==> src/rtl/mux_share_arbiter.sv <==
// Round-robin share of one WIDTH-bit 2:1 operand mux between sources A and B,
// with a burst limit and a single-entry registered output stage.
module mux_share_arbiter #(
  parameter int WIDTH = 4,
  parameter int BURST = 2
) (
  input  logic             clk,
  input  logic             rst_n,
  input  logic             a_valid,
  input  logic [WIDTH-1:0] a_data,
  output logic             a_ready,
  input  logic             b_valid,
  input  logic [WIDTH-1:0] b_data,
  output logic             b_ready,
  output logic             sel,
  output logic             y_valid,
  output logic [WIDTH-1:0] y_data,
  output logic             y_src,
  input  logic             y_ready,
  output logic             dbg_state
);

  // Handshake rule: a beat moves from a source when its valid and ready are
  // both high at a rising edge; the held beat leaves when y_valid & y_ready.

  typedef enum logic {
    EMPTY = 1'b0,
    FULL  = 1'b1
  } state_e;

  localparam logic [2:0] BURST_C = 3'(BURST);
  localparam logic [2:0] CNT_MAX = 3'd7;

  state_e           state_q, state_d;
  logic [WIDTH-1:0] y_data_q, y_data_d;
  logic             y_src_q, y_src_d;
  logic             owner_q, owner_d;
  logic [2:0]       cnt_q, cnt_d;

  logic slot_free;
  logic choice;
  logic xfer;

  assign y_valid   = (state_q == FULL);
  assign y_data    = y_data_q;
  assign y_src     = y_src_q;
  assign dbg_state = state_q;

  always_comb begin
    choice = owner_q;
    if (a_valid && !b_valid) begin
      choice = 1'b0;
    end else if (b_valid && !a_valid) begin
      choice = 1'b1;
    end else if (a_valid && b_valid) begin
      choice = (cnt_q < BURST_C) ? owner_q : ~owner_q;
    end
  end

  // Readys are gated by rst_n so nothing is accepted during reset.
  assign slot_free = !y_valid || y_ready;
  assign xfer      = rst_n && slot_free && (a_valid || b_valid);
  assign sel       = choice;
  assign a_ready   = rst_n && slot_free && a_valid && !choice;
  assign b_ready   = rst_n && slot_free && b_valid && choice;

  always_comb begin
    state_d  = state_q;
    y_data_d = y_data_q;
    y_src_d  = y_src_q;
    owner_d  = owner_q;
    cnt_d    = cnt_q;
    case (state_q)
      EMPTY: if (xfer) state_d = FULL;
      FULL: begin
        if (y_ready) state_d = xfer ? FULL : EMPTY;
      end
      default: state_d = EMPTY;
    endcase
    if (xfer) begin
      y_data_d = choice ? b_data : a_data;
      y_src_d  = choice;
      if (choice == owner_q) begin
        cnt_d = (cnt_q == CNT_MAX) ? CNT_MAX : cnt_q + 3'd1;
      end else begin
        owner_d = choice;
        cnt_d   = 3'd1;
      end
    end
  end

  // Reset leaves B as owner with a spent burst so A wins the first contest.
  always_ff @(posedge clk) begin
    if (!rst_n) begin
      state_q  <= EMPTY;
      y_data_q <= '0;
      y_src_q  <= 1'b0;
      owner_q  <= 1'b1;
      cnt_q    <= BURST_C;
    end else begin
      state_q  <= state_d;
      y_data_q <= y_data_d;
      y_src_q  <= y_src_d;
      owner_q  <= owner_d;
      cnt_q    <= cnt_d;
    end
  end

endmodule

==> config.mk <==
export PLATFORM = sky130hd
export DESIGN_NAME = mux_share_arbiter
export DESIGN_NICKNAME = d
export VERILOG_FILES = /design/src/rtl/mux_share_arbiter.sv
export SDC_FILE = /design/constraint.sdc
export NUM_CORES = 1
export LEC_CHECK = 0
export CELL_PAD_IN_SITES_DETAIL_PLACEMENT = 0
export CELL_PAD_IN_SITES_GLOBAL_PLACEMENT = 1
export CORE_AREA = 5 5 51 53
export CTS_BUF_LIST = sky130_fd_sc_hd__clkbuf_4
export CTS_CLUSTER_DIAMETER = 120
export CTS_CLUSTER_SIZE = 24
export DETAILED_ROUTE_END_ITERATION = 8
export DIE_AREA = 0 0 56 58
export PLACE_DENSITY = 0.84
export SETUP_SLACK_MARGIN = 0.5
export SYNTH_ARGS = -nofsm -noshare
export SYNTH_HDL_FRONTEND = slang
export SYNTH_SLANG_ARGS = --single-unit
export TNS_END_PERCENT = 5
==> constraint.sdc <==
create_clock -name clk -period 1.79 [get_ports clk]
set_input_delay 0.537 -clock clk [delete_from_list [all_inputs] [get_ports clk]]
set_output_delay 0.537 -clock clk [all_outputs]
set_load 0.02 [all_outputs]
; ---- After elaboration in Yosys (flattened, before gate mapping)
; Index checks and enable logic that the tools add are counted.
; W data, S select, Z words.
[classes]
addsub = 1
n_lt_le_gt_ge = 1
n_eq_ne = 2
mux = 10
bitwise = 3
n_reduce_logical = 16
[ops]
columns = operator, count
row1 = $logic_and A1 B1 Y1, 9
row2 = $mux W1, 6
row3 = $mux W3, 2
row4 = $logic_not A1 Y1, 4
row5 = $mux W4, 1
row6 = $add A3 B1 Y3 const B, 1
row7 = $eq A3 B3 Y1 const B, 1
row8 = $lt A3 B2 Y1 const B, 1
row9 = $not A1 Y1, 3
row10 = $logic_or A1 B1 Y1, 2
row11 = $pmux W1 S2, 1
row12 = $reduce_and A2 Y1, 1
row13 = $eq A1 B1 Y1, 1
[totals]
reg_bits = 10
in_bits = 13
out_inout_bits = 10

; ---- Depth between registers and ports, before layout
[depth]
ltp_word = 8
depth_mapped = 5

; ---- Worst setup path after synthesis
; OpenSTA, ideal clock, no wires.
[synth_timing]
path_kind = input -> output
from = input port b_valid
to = output port a_ready
t_arrival_ps = 1436
required_ps = 1253
path_slack_ps = -183
cell_stages = 4
cell_sequence = buf_4 > o21bai_1 > o211ai_4 > nor2_1
[synth_between]
elab_chain_cells = 6
word_cells_on_any_way = 9
cone_classes = 3 x mux / 6 x reduce/logical
[synth_lines]
columns = element, line
row1 = "start, declared", 12  ; input logic b_valid,
row2 = $logic_and A1 B1 Y1, 55  ; end else if (a_valid && b_valid) begin
row3 = $mux W1, 55
row4 = $mux W1, 53  ; end else if (b_valid && !a_valid) begin
row5 = $mux W1 *, 51  ; if (a_valid && !b_valid) begin
row6 = net sel, 15  ; output logic sel,
row7 = $logic_not A1 Y1 *, 64  ; assign a_ready = rst_n && slot_free && a_valid && !choice;
row8 = $logic_and A1 B1 Y1 *, 64
row9 = "end, declared", 11  ; output logic a_ready,
; Mark *: on every way through the listed nets, which the timed path passes. The rest lies on a longest branch.

; ---- Final worst setup path
[layout_timing]
from = register owner_q
to = output port b_ready
[layout_between]
elab_chain_cells = 6
[layout_lines]
columns = element, line
row1 = "start, declared", 37  ; logic owner_q, owner_d;
row2 = "start signal, assigned", 104  ; owner_q <= owner_d;
row3 = $not A1 Y1, 56  ; choice = (cnt_q < BURST_C) ? owner_q : ~owner_q;
row4 = $mux W1, 56
row5 = $mux W1 *, 55
row6 = $mux W1 *, 53
row7 = $mux W1 *, 51
row8 = $logic_and A1 B1 Y1 *, 65  ; assign b_ready = rst_n && slot_free && b_valid && choice;
row9 = "end, declared", 14  ; output logic b_ready,
; Every way passes the cells marked *; elsewhere a longest branch is shown, timed or not.

==> results.cfg <==
[synth]
yosysTopAreaCell = dfxtp_1
ys_seq_area_frac = 0.358
yosysWarningCount = 0
syn_inst = 61
syn-mean-instance-area_um2 = 9.17
synthTopCellsByArea = dfxtp_1 36%, mux2i_1 7.2%, a21oi_1 6.3%
async_flop_share = 0
syn-cell-area_um2 = 559
synth.most_common_cell = dfxtp_1
ys.flop_type = dfxtp_1
synth_top_area_frac = 0.358
synth-edff-count = 0
syn-num-nets = 75
synthTopCellsByCount = 10 x dfxtp_1, 7 x a21oi_1, 7 x o21ai_0
synth_seq_cells = 10
synth.distinct_cells = 28

[finish]
ff_latch_area_um2 = 210
multi_input_area_um2 = 393
fin_nets = 116
final_area_mm2 = 0.00102
area_growth_pct = 82.3
antenna_cells = 0
nFillCells = 193
drive_gt1_frac = 0.550

[routing]
drtPass1Iterations = 3
drc = 0
routed_wirelength_um = 1530
dr_total_vias = 597
wl_per_cell_um = 12.0
drt-initial-drc-count = 9
postRouteAntennaNets = 0
via_per_inst = 4.66

[run_status]
failed_checks = setup timing
outcome = finished with violations

[sta]
relSlewSlack = 0.797
min_period_over_period = 1.03
layout_setup_ws_ns = -0.0482
worst_pin_slew_ns = 0.305
hold_viol = 0
rsz0062_at_grt = yes
clock-skew-final_ns = 0.00361
slew_viol_final = 0
fmax_mhz = 544
setup_viol = 1
period_needed_ns = 1.84

[placed_design]
placed_cell_area_um2 = 913
gp_congestion = 0.759
port_buffers = 22
dp_hpwl_um = 1170
place_ws_ns = -1.03

[clocking]
clock_latency_ns = 0.25
htree_levels = 1
cts_num_sinks = 10
cts-root-buf = clkbuf_4
clockBufferDepth = 2
path_clk_slew_ns = 0.06
postCtsHoldBufs = 0
cts_tree = built
cts_made_buffers = 3

[global_route]
grt_pass1_vias = 580
grt_antenna_before_repair = 0
grt_pass1_wl_um = 2530
overflow = 0
grt_usage = 0.0974
grt_max_degree = 11

[setup_path]
crit_type = flop to primary output
crit_fanout = 4
arrival_ns = 1.30
r2r_slack_ns = 0.26
cp_num_buf_inv = 1
cp-end-kind = primary output
startpoint_type = flop
cp_data_required_time_ns = 1.25
crit_chain = nand2b_4, o211ai_4, and3_4, buf_6
critPathTopFamily = flip-flops
cpPeakStageDelay_ns = 0.37
cp_slowest_cell = dfxtp_4

[die]
die_area_mm2 = 0.00325
die_w_um = 56
core_mm2 = 0.00211
initial_core_util = 0.266
die_h_um = 58
io_pins = 23
row_count = 17

[power]
p_leak_nw = 0.447
power.density_mw_per_mm2 = 706
total_power_uw = 720
irDropWorstVdd_v = 0.000395

[flow_run]
max_cap_violations = 0

[worst_hold_path]
hold_path.class = flop to flop
==> through the flow <==
step / TNS, ns / std cells / utilization / hold slack [ns]
after floorplan: -0.193 / 61 / - / 0.457
after global placement: -4.92 / 122 / 0.434 / 0.472
after detailed placement: -5.65 / 122 / 0.434 / 0.478
after CTS: -0.0954 / 126 / 0.458 / 0.477
after global routing: -0.137 / 128 / 0.484 / 0.494
final: -0.0482 / 128 / 0.484 / 0.478
==> layer usage <==
| layer | track usage | routed length (um) | vias to the layer above |
|---|---|---|---|
| met1 | 0.108 | 638 | 274 |
| met2 | 0.174 | 803 | 15 |
| met4 | 0.0407 | 8 | 0 |
| li1 | - | - | 306 |
| met3 | 0.0290 | 83 | 2 |
| met5 | 0 | 0 | - |
==> power breakdown <==
group	switching (mW)	total [mW]	internal, mW
Clock	0.0702	0.148	0.0773
Sequential	0.0212	0.269	0.248
Combinational	0.127	0.303	0.176
==> layout make-up <==
type,instances,share of cell area
timing repair buffer,41,0.348
clock buffer,3,0.0221
sequential,10,0.206
multi-input combinational,45,0.385
inverter,1,0.00368
tap,28,0.0344
==> flip-flops by register name (all words and copies together), names as in the netlist <==
register,flops
cnt_q,3
dbg_state,1
owner_q,1
y_data,4
y_src,1
==> cells in the final DEF, fill, tap and decap left out, types with 2 or more instances in the layout <==
cell type         n
a21oi_1           7
nand2_1           3
buf_4            22
nand2b_4          2
clkdlybuf4s50_1   8
nor2_1            3
mux2i_1           4
buf_6             8
dfxtp_1           4
o21ai_0           5
nor2_2            2
dfxtp_2           5
o21ai_1           2
buf_2             2
clkbuf_4          3
==> timing repair <==
action,4_1_cts,5_1_grt
setup buffers,1,2
resized for setup,75,16
pin swaps,8,6
endpoints found under the setup margin,20,19
==> final timing paths <==
check                                 to      from  cells past startpoint
worst max-delay path             b_ready   owner_q                      4
worst min-delay path            cnt_q[0]  cnt_q[0]                      1
worst max register to register  cnt_q[1]   owner_q                      4
worst min register to register  cnt_q[0]  cnt_q[0]                      1
==> cell families after synthesis <==
| group | count (synthesis) | share of synthesized area |
|---|---|---|
| AO/OA/AOI/OAI | 25 | 0.324 |
| AND/OR/NAND/NOR | 14 | 0.139 |
| flip-flops | 10 | 0.358 |
| buffers and inverters | 6 | 0.0581 |
| multiplexers | 5 | 0.0984 |
| adder cells (fa/ha/maj) | 1 | 0.0224 |
No activity file was read; power rests on OpenSTA's default activity.
